File: src/rtl/adder.sv
// adder: 32-bit two's-complement adder with combinational sum/flags and a registered debug side-channel
// Ports:
//   clk, rst                  rising-edge clock, synchronous active-high reset (side-channel only)
//   op1, op2                  32-bit operands
//   res, carry, overflow, zero combinational sum and flags
//   res_q, carry_q, overflow_q registered copies of res/carry/overflow
//   overflow_sticky           set by any sampled overflow, cleared only by rst
module adder (
    input  logic        clk,
    input  logic        rst,
    input  logic [31:0] op1,
    input  logic [31:0] op2,
    output logic [31:0] res,
    output logic        carry,
    output logic        overflow,
    output logic        zero,
    output logic [31:0] res_q,
    output logic        carry_q,
    output logic        overflow_q,
    output logic        overflow_sticky
);
    logic [32:0] sum;
    logic [31:0] res_d;
    logic        carry_d;
    logic        overflow_d;
    logic        overflow_sticky_d;
    assign sum      = {1'b0, op1} + {1'b0, op2};
    assign res      = sum[31:0];
    assign carry    = sum[32];
    // Signed overflow: operands share a sign that the result does not.
    assign overflow = (op1[31] == op2[31]) && (res[31] != op1[31]);
    assign zero     = (res == 32'h0);
    always_comb begin
        res_d             = res;
        carry_d           = carry;
        overflow_d        = overflow;
        overflow_sticky_d = overflow_sticky | overflow;
    end
    always_ff @(posedge clk) begin
        if (rst) begin
            res_q           <= 32'h0;
            carry_q         <= 1'b0;
            overflow_q      <= 1'b0;
            overflow_sticky <= 1'b0;
        end else begin
            res_q           <= res_d;
            carry_q         <= carry_d;
            overflow_q      <= overflow_d;
            overflow_sticky <= overflow_sticky_d;
        end
    end
endmodule

File: config.mk
export PLATFORM = sky130hd
export DESIGN_NAME = adder
export DESIGN_NICKNAME = d
export VERILOG_FILES = /design/src/rtl/adder.sv
export SDC_FILE = /design/constraint.sdc
export NUM_CORES = 1
export LEC_CHECK = 0
export ABC_AREA = 1
export ABC_CLOCK_PERIOD_IN_PS = 4150
export CAP_MARGIN = 25
export CELL_PAD_IN_SITES_DETAIL_PLACEMENT = 1
export CELL_PAD_IN_SITES_GLOBAL_PLACEMENT = 1
export CORE_UTILIZATION = 30
export CTS_BUF_LIST = sky130_fd_sc_hd__clkbuf_4 sky130_fd_sc_hd__clkbuf_8
export DETAILED_ROUTE_END_ITERATION = 6
export MAX_ROUTING_LAYER = met4
export PLACE_DENSITY_LB_ADDON = 0.1
export SLEW_MARGIN = 10
export SYNTH_ARGS = -nofsm -noshare
export SYNTH_HDL_FRONTEND = slang
export SYNTH_SLANG_ARGS = --single-unit
File: constraint.sdc
create_clock -name clk -period 4.15 [get_ports clk]
set_input_delay 1.0375 -clock clk [delete_from_list [all_inputs] [get_ports clk]]
set_output_delay 1.0375 -clock clk [all_outputs]
set_load 0.02 [all_outputs]
# Word level (Yosys, flattened, before mapping)
# Cells that the tools add are included.
# totals
ff_bits	35
inputBits	66
# op_classes
n_reduce_logical	2
n_eq_ne	2
n_bitwise	1
n_addsub	1
# op_table
operator	n
$add 32x32->33	1
$logic_not 32->1	1
$eq 1x1->1	1
$logic_and 1x1->1	1
$ne 1x1->1	1
$or 1x1->1	1

# Longest topological paths before layout
# logic_depth
depth_word	4
depth_mapped	16

# Least setup slack after synthesis
# No wires, ideal clock.
# synth_path
path_type	in2out
startpoint	input op1[0]
endpoint	output zero
path_buffers	0
setup_slack_ns	0.116
required_time_ns	3.113
path_stages	15
t_arrival_ns	2.997
cell_sequence	ha_1 > fa_1 > nand3_2 > nand3_2 > nand2_2 > nand2_2 > nand2_1 > nand2_1 > nand2_1 > nand2_1 > nand2_1 > nand2_1 > nor2_1 > nand3_1 > nor2_1
# synth_between
elab_chain_len	2
# synth_lines
element	line	source
start: declaration	11	input logic [31:0] op1,
$add 32x32->33	27	assign sum = {1'b0, op1} + {1'b0, op2};
net res[30]	13	output logic [31:0] res,
$logic_not 32->1	32	assign zero = (res == 32'h0);
end: declaration	16	output logic zero,
# The timed path passes the listed nets, and every way through them passes these cells.

# Worst setup path after layout
# layout_path
startpoint	input op1[0]
endpoint	output zero
# layout_between
elab_chain_len	2
# layout_lines
element	line
$add 32x32->33	27
$logic_not 32->1	32
# Every way passes these cells.

==> impl_metrics.yaml <==
place:
  dpl_cell_area_mm2: 0.00609
  place_inst: 1049
  port_buffers: 135
  hpwl_um: 14000
  dpl_worst_slack_ns: -0.906
  place.gp.congestion: 0.921
logic_synthesis:
  synth_area_leader_cell: "nand2_1"
  ys_warn_count: 0
  synth_cells: 656
  synth_top_family_by_area: "simple AND/OR/NAND/NOR gates"
  synth_xor_area_share_pct: 0.473
  ys_ff_latch: 35
  ys_seq_area_share_pct: 18.9
  ys_types: 27
  synth_top_area_share_pct: 24.2
  synth_fp_nets: 755
  synthMuxAreaShare_pct: 0
  synthAdderAreaFrac_pct: 11.4
  synth_area_leaders: "nand2_1 (24%), dfxtp_1 (19%), inv_1 (13%)"
  avgSynthCellArea_um2: 5.64
  syn_area_mm2: 0.00370
  synth_compound_area_share_pct: 6.12
  synthSimpleGateAreaFrac_pct: 49.1
outcome:
  status: "complete, but fails checks"
  violations: "setup timing"
sta:
  rsz0062_at_grt: "yes"
  fin_crit_ns: 4.31
  layout_setup_ws_ns: -0.161
  slew_violations: 0
  fin_crit_sh_pct: 104
  setup_viol: 1
  fmax_ghz: 0.232
  relSlewSlack_pct: 57.8
  fin_skew_ns: 0
  holdWs_ns: 0.475
  worst_slew_pin_slew_ns: 0.632
  finalSetupTns_ns: -0.161
  hold_violations: 0
grt:
  track_usage_pct: 29.7
  grt_pass1_wl_um: 28200
  first_global_vias: 5598
  overflow: 0
  grt_max_degree: 26
  antenna_found_initial: 0
die:
  die_h_um: 113
  ios: 136
  die_area_mm2: 0.0128
  fp-row-count: 40
  start_util_pct: 30.8
  core_mm2: 0.0120
  die_x_um: 113
drt:
  wl_um: 20500
  drc: 0
  ant_nets: 0
  vias: 5373
  via_per_inst: 4.98
  dr.pass1.iters: 4
  drtIter0Drc: 185
  wl_per_cell_um: 19.0
setup_path:
  reg2regPathDepth: 2
  r2r-start: "overflow_sticky"
  crit_arrival_ns: 3.27
  critPathLaunchType: "primary input"
  crit_type: "primary input to output pin"
  worstSetupEndpointType: "output pin"
  cp_max_fo: 4
  r2r-end: "overflow_sticky"
  cp_data_required_time_ns: 3.11
  rrSetupSlack_ns: 3.57
clock_tree:
  cts_num_sinks: 35
  cts_tree: "yes"
  htreeDepth: 2
  holdBufCountCts: 0
  numCtsBuffers: 5
  clkTransAtPathRegs_ns: 0.08
  cts-root-buf: "clkbuf_8"
  clock_latency_ns: 0.30
  cts_buffer_depth: 2
cells_and_area:
  finalNetCount: 1031
  fin_area_mm2: 0.00750
  final_cells: 1080
  antenna_cells: 0
  areaGrowthSynthToFinish_pct: 103
  finish.utilization_pct: 62.5
  drive_gt1_share_pct: 44.9
power:
  peakVddDrop_v: 0.000128
  p_per_area_mw_per_mm2: 273
  report.power.total_mw: 2.05
  leakagePower_nw: 4.00
min_path:
  worstHoldStart: "overflow_sticky"
  hold_path_class: "register to register"
  hold_depth: 2
  hold_end: "overflow_sticky"
flow_run:
  max_cap_viol_count: 0
layer usage:
layer  up-vias  track usage (%)  wire, µm
li1       2555                -         -
met4         0             8.51       526
met1      2601             35.9      8400
met2       174             51.7     10500
met5         -                -         0
met3        43             3.91      1060
sequential cells by signal (all words and copies together) (netlist names):
signal	cells
overflow_q	1
overflow_sticky	1
carry_q	1
res_q	32
how the worst max path moves through the flow:
stage,startpoint,cells past startpoint,endpoint,slack [ns]
after global routing,op1[0],17,zero,-0.21
after floorplan,op1[0],15,zero,0.12
after global placement,op1[4],16,zero,-0.78
final,op1[0],17,zero,-0.16
after detailed placement,op1[0],13,zero,-0.91
after CTS,op2[12],18,zero,-0.19
worst max-delay path, stage by stage:
cell	delay, ns
buf_8	0.10
ha_4	0.16
fa_2	0.40
nand3_4	0.12
nand3_4	0.15
nand2_4	0.13
nand2_4	0.06
nand2_2	0.08
nand2_2	0.08
nand2_2	0.09
nand2_2	0.08
nor2_2	0.13
nand3_1	0.08
nor2_1	0.17
nand2_1	0.13
nor2_4	0.14
buf_6	0.12
kinds of logic (layout without fill, tap and decap cells):
group	count (synthesis)	count (layout)
AND/OR/NAND/NOR	408	408
XOR/XNOR	2	2
AO/OA/AOI/OAI	40	40
adder cells (fa/ha/maj)	33	33
flip-flops	35	35
buffers and inverters	138	415
cell usage after synthesis, drive strengths merged:
master  count
nand2     264
inv       133
nor2       75
nand3      38
dfxtp      35
a21oi      34
ha         32
nand3b     12
nand4      10
nor3        6
clkbuf      4
a21o        2
o21bai      2
or2         2
xor2        2
a31oi       1
and2        1
clkinv      1
fa          1
o21ai       1
power breakdown:
group          leakage, nW  switching [mW]  total [mW]  internal, mW
clock network       0.0587           0.150       0.332         0.182
registers            0.292          0.0135       0.388         0.375
logic                 3.65           0.734        1.33         0.597
timing repair:
| item | CTS | global route |
|---|---|---|
| endpoints found under the setup margin | 33 | 28 |
| setup buffers | 6 | 16 |
| cloned | 0 | 0 |
| gates resized for setup | 218 | 199 |
| pin swaps | 45 | 86 |
cells in the final DEF (no fill, tap or decap), drive strengths merged, types with 6 or more instances in the layout:
master         count
nand2            264
buf              151
inv              134
nor2              75
clkdlybuf4s50     49
nand3             38
dfxtp             35
dlygate4sd2       35
a21oi             34
ha                32
dlymetal6s2s      25
nand3b            12
nand4             10
clkdlybuf4s15      9
clkbuf             9
nor3               6
cell type report:
| type | instances | area (µm²) |
|---|---|---|
| Fill cell | 1535 | 4510 |
| Multi-Input combinational cell | 483 | 3610 |
| Timing Repair Buffer | 273 | 2390 |
| Sequential cell | 35 | 701 |
| Inverter | 134 | 505 |
| Tap cell | 147 | 184 |
| Clock buffer | 5 | 68.8 |
| Clock inverter | 3 | 47.5 |
(Power assumes the default switching activity.)
==> RTL change 1: new RTL, same flow settings <==
Put a register stage on the output `overflow`, cleared by the reset. The value now appears one clock later. The other outputs are not delayed to match. Comments in the files are not updated.
--- a/src/rtl/adder.sv
+++ b/src/rtl/adder.sv
@@ -20,4 +20,6 @@
     output logic        overflow_sticky
 );
+
+    logic overflow_c;
     logic [32:0] sum;
     logic [31:0] res_d;
@@ -29,11 +31,11 @@
     assign carry    = sum[32];
     // Signed overflow: operands share a sign that the result does not.
-    assign overflow = (op1[31] == op2[31]) && (res[31] != op1[31]);
+    assign overflow_c = (op1[31] == op2[31]) && (res[31] != op1[31]);
     assign zero     = (res == 32'h0);
     always_comb begin
         res_d             = res;
         carry_d           = carry;
-        overflow_d        = overflow;
-        overflow_sticky_d = overflow_sticky | overflow;
+        overflow_d        = overflow_c;
+        overflow_sticky_d = overflow_sticky | overflow_c;
     end
     always_ff @(posedge clk) begin
@@ -50,4 +52,12 @@
         end
     end
+    always_ff @(posedge clk) begin
+        if (rst) begin
+            overflow <= '0;
+        end else begin
+            overflow <= overflow_c;
+        end
+    end
+
 endmodule
 
Function: changed (a bounded check fails within 4 cycles, from zero or initial values and one cycle with rst high).
==> RTL change 1 against the original RTL <==
The flow still finishes with violations (negative setup slack). Maximum frequency increased by 0.14%. Power is 5.5% higher. Routed wire length rose by 22%. Critical path depth is 2 lower. Sequential power about the same. Worst setup slack better by 0.0060 ns. Final area up 2.7%. Sequential cell count is the same. Synthesized area is 1.0% lower.
==> RTL change 1: results (changes against the original RTL) <==
* Mapped Nets at 759 (+0.53%)
* CP Max Fanout at 2 (-2)
* Status: complete, but fails checks
* Initial DRC count at 410 (+120%)
* Failing checks: negative setup slack
* Mean Syn Cell Area at 5.551 um2 (-1.6%)
* DP Wirelength at 14080 um (+0.26%)
* WL/cell at 22.52 um (+19%)
* Share of post-route cells with drive strength above 1 at 44.90% (about the same)
* DR vias/cell at 5.354 (+7.6%)
* Final setup vio count at 7 (+6)
* Peak VDD IR at 0.2050 mV (+60%)
* Non-Filler Instances at 1114 (+3.1%)
* Vias in the first global route at 5961 (+6.5%)
* Fin worst setup slack at -0.1550 ns (+0.005955 ns)
* GPL Wtd Cong at 0.9417 (+2.2%)
* DRT Pass-1 Iters at 5 (+1)
* Sequential cell area fraction in the yosys report at 19.13% (+0.20 points)
* Overall Global Routing Usage at 31.84% (+2.1 points)
* Unique masters post-synth at 26 (-3.7%)
* Synth area leaders: nand2_1, dfxtp_1, inv_1
* TritonCTS Buffers at 5 (unchanged)
* First-pass GRT wire length at 30260 um (+7.2%)
* Slowest Stage Delay on Critical Path at 0.42 ns (+0.02 ns)
* Leakage at 4.325 nW (+8.2%)
* Post-synth top cells: nand2_1, inv_1, nor2_1, dfxtp_1, ha_1
* Inst Count DP at 1047 (-0.19%)
* Filler instances at 1472 (-4.1%)
* Largest net degree at the start of global routing at 21 (-19%)
## RTL change 1: cell types whose count changed after synthesis, moves of 2 or more
| cell | delta |
|---|---|
| nand2_1 | +9 |
| inv_2 | -3 |
| nand3_2 | -3 |
| nand2_2 | -5 |
| nor3_2 | -2 |
| a21oi_2 | -3 |
| nand3_1 | +3 |
| nor2_1 | +2 |
| inv_1 | +5 |
## RTL change 1: timing repair
action	4_1_cts	5_1_grt
buffers inserted	46	13
resized for setup	197	208
hold buffers	0	0
pin swaps	29	72
setup endpoints to repair	30	29
endpoints found under the hold margin	0	0
## RTL change 1: cell families (layout without fill, tap and decap cells)
| kind of cell | after synthesis | in the layout | share of synthesized area (%) |
|---|---|---|---|
| AOI/OAI and AO/OA | 39 | 39 | 5.738 |
| xor gates and xnor gates | 2 | 2 | 0.4782 |
| adders and majority gates | 33 | 33 | 11.48 |
| buffers and inverters | 140 | 451 | 14.45 |
| DFF | 35 | 35 | 19.13 |
| and+or+nand+nor | 411 | 411 | 48.74 |
## RTL change 1: metrics by stage
| stage | setup TNS [ns] | hold WS, ns | setup WS [ns] | instance area, um2 |
|---|---|---|---|---|
| 2_1_floorplan | 0 | 0.5429 | 0.1230 | 3664 |
| 3_3_place_gp | -12.11 | 0.4473 | -0.8058 | 6027 |
| 3_5_place_dp | -13.72 | 0.4770 | -0.8748 | 6027 |
| 4_1_cts | -0.1782 | 0.4971 | -0.1782 | 6925 |
| 5_1_grt | -0.9392 | 0.5795 | -0.2379 | 7709 |
| 6_report | -0.3097 | 0.5108 | -0.1550 | 7709 |
## RTL change 1: path summary, 6_finish.rpt
check / to / slack (ns) / cells after the start
min: overflow_sticky / 0.51 / 2
min reg2reg: overflow_sticky / 0.51 / 2
max reg2reg: overflow_sticky / 3.56 / 2
max: zero / -0.15 / 15
## RTL change 1: final cells by class
type / count / area share [%]
Sequential cell: 35 / 9.089
Clock buffer: 5 / 0.8927
Inverter: 135 / 6.574
Clock inverter: 3 / 0.5681
Timing Repair Buffer: 308 / 35.25
Tap cell: 143 / 2.321
Multi-Input combinational cell: 485 / 45.30
## RTL change 1: critical path, delay by kind of cell
kind,cells,cell delay [ns]
XOR/XNOR,1,0.17
adder cells (fa/ha/maj),2,0.58
buffers and inverters,3,0.42
AND/OR/NAND/NOR,9,1.06
## RTL change 1: power breakdown
part / switching [mW] / total (mW) / internal [mW] / leakage [nW]
registers: 0.0139 / 0.389 / 0.375 / 0.292
logic: 0.796 / 1.42 / 0.623 / 3.98
clock network: 0.175 / 0.355 / 0.180 / 0.0581
## RTL change 1: per-layer routing
layer | routed length, um | vias up | track usage, %
met4 | 1225 | 0 | 8.356
met3 | 1440 | 133 | 3.186
li1 | - | 2626 | -
met2 | 12830 | 301 | 58.14
met1 | 9598 | 2904 | 37.11
met5 | 0 | - | -
==> RTL change 2: new RTL, same flow settings <==
Made on the original files. `res_q` no longer has a reset.
--- a/src/rtl/adder.sv
+++ b/src/rtl/adder.sv
@@ -39,10 +39,8 @@
     always_ff @(posedge clk) begin
         if (rst) begin
-            res_q           <= 32'h0;
             carry_q         <= 1'b0;
             overflow_q      <= 1'b0;
             overflow_sticky <= 1'b0;
         end else begin
-            res_q           <= res_d;
             carry_q         <= carry_d;
             overflow_q      <= overflow_d;
@@ -50,4 +48,8 @@
         end
     end
+
+    always_ff @(posedge clk) begin
+        res_q <= res_d;
+    end
 endmodule
 
Function: changed (a bounded check fails within 4 cycles, from zero or initial values and one cycle with rst high).
==> RTL change 2 against the original RTL <==
The flow still finishes with violations (negative setup slack). Synthesized cell count is 11% lower. Critical path depth is 2 lower. Utilization is 0.30 points higher. Maximum frequency is 2.7% higher. Synthesized area is 8.7% lower. First-iteration DRC count is 25% lower. Die area is 8.5% lower. Final area is 8.9% lower. Routed wire length is 15% lower. Cell count is 9.7% lower. Power is 5.5% lower. Worst setup slack better by 0.11 ns. Sequential cell count stayed put. Largest power group unchanged. Highest routed layer unchanged.
==> RTL change 2: results (changes against the original RTL) <==
* Reg-to-reg critical path endpoint: overflow_sticky
* Overall Global Routing Usage at 26.77% (-2.9 points)
* Mapped Nets at 685 (-9.3%)
* Share of post-route cells with drive strength above 1 at 41.68% (-3.2 points)
* WL/cell at 17.82 um (-6.1%)
* Inst Count DP at 959 (-8.6%)
* Slowest Stage Delay on Critical Path at 0.53 ns (+0.13 ns)
* Worst Setup SP: op2[29]
* Critical path's slowest cell: clkdlybuf4s50_1
* GPL Wtd Cong at 0.8407 (-8.7%)
* Placed Instance Area at 0.005643 mm2 (-7.3%)
* Asr flop ratio synth at 0% (unchanged)
* Antenna cells at 0 (unchanged)
* Clock latency on the worst-skew pair at 0.28 ns (-0.02 ns)
* Synth area leaders: nand2_1, dfxtp_1, inv_1
* Post-synth top cells: nand2_1, inv_1, nor2_1, dfxtp_1, ha_1
* Largest register by flop count: res_q
* Worst hold slack at 0.4772 ns (+0.002481 ns)
* End of the critical path: zero
* Vias in the first global route at 4751 (-15%)
* Initial DRC count at 139 (-25%)
* Fin nets at 934 (-9.4%)
* R2r setup slk at 3.56 ns (about the same)
* Hold WC Path Type: reg -> reg
* Sequential cell area fraction in the yosys report at 20.73% (+1.8 points)
* CP delay by family, top: simple AND/OR/NAND/NOR gates
* DP Wirelength at 12510 um (-11%)
* First-pass GRT wire length at 23470 um (-17%)
* Status: complete, but fails checks
* Final setup vio count at 1 (unchanged)
* Setup TNS at -0.04839 ns (+0.1125 ns)
* Failing checks: negative setup slack
* Peak VDD IR at 0.1726 mV (+35%)
* Mean Syn Cell Area at 5.769 um2 (+2.2%)
* Leakage at 3.838 nW (-4.0%)
* Worst slack, placed at -0.9638 ns (-0.05793 ns)
* Top FF cell, synth: dfxtp_1
* Worst R2R Start: overflow_sticky
* Slew @ Worst Pin at 0.3236 ns (-0.3080 ns)
* Final wirelength at 17370 um (-15%)
* DR vias/cell at 4.859 (-2.3%)
* Fin worst setup slack at -0.04839 ns (+0.1125 ns)
* Crit path DAT at 3.16 ns (-0.11 ns)
* Largest net degree at the start of global routing at 11 (-58%)
* Clock root cell: clkbuf_8
[RTL change 2: cell families (layout without fill, tap and decap cells)]
logic type      count (synthesis)  count (layout)  share of synthesized area (%)
compound gates                 36              36                          6.329
flops                          35              35                          20.73
fa+ha+maj                      33              33                          12.44
simple gates                  361             361                          46.48
xor+xnor                        4               4                          1.036
buf+inv                       117             366                          12.99
[RTL change 2: worst min path at each step]
stage,to,start
final,overflow_sticky,overflow_sticky
after global routing,overflow_sticky,overflow_sticky
after CTS,overflow_sticky,overflow_sticky
after detailed placement,overflow_sticky,overflow_sticky
after global placement,overflow_sticky,overflow_sticky
after floorplan,overflow_sticky,overflow_sticky
[RTL change 2: final cells by class]
cell class              instances  area (um2)
clock inverters                 1       5.005
well taps                     140       175.2
repair buffers                242        2205
clock buffers                   6       82.58
fillers                      1348        4054
multi-input cells             434        3227
inverters                     117       439.2
flip-flops and latches         35       700.7
[RTL change 2: tightest hold or removal path, delay by kind of cell, from the launching register on]
family          cells  cell delay, ns
flops               1            0.32
compound gates      1            0.06
buf+inv             1            0.05
[RTL change 2: per-layer routing]
metal  up-vias  part of all wire (%)  GRT usage, %
met2       140                    52         48.00
met1      2280                    42         32.42
li1       2281                     -             -
met4         0                   2.4         4.207
met3        37                   3.9         3.195
met5         -                     0             -
[RTL change 2: timing repair]
item | CTS | global route
setup buffers | 1 | 8
resized for setup | 160 | 225
pin swaps | 19 | 71
endpoints found under the setup margin | 32 | 30
[RTL change 2: report_power, final]
part / switching [mW] / internal (mW) / leakage, nW
logic: 0.689 / 0.562 / 3.50
registers: 0.0166 / 0.395 / 0.295
clock network: 0.146 / 0.131 / 0.0470
total: 0.851 / 1.09 / 3.84
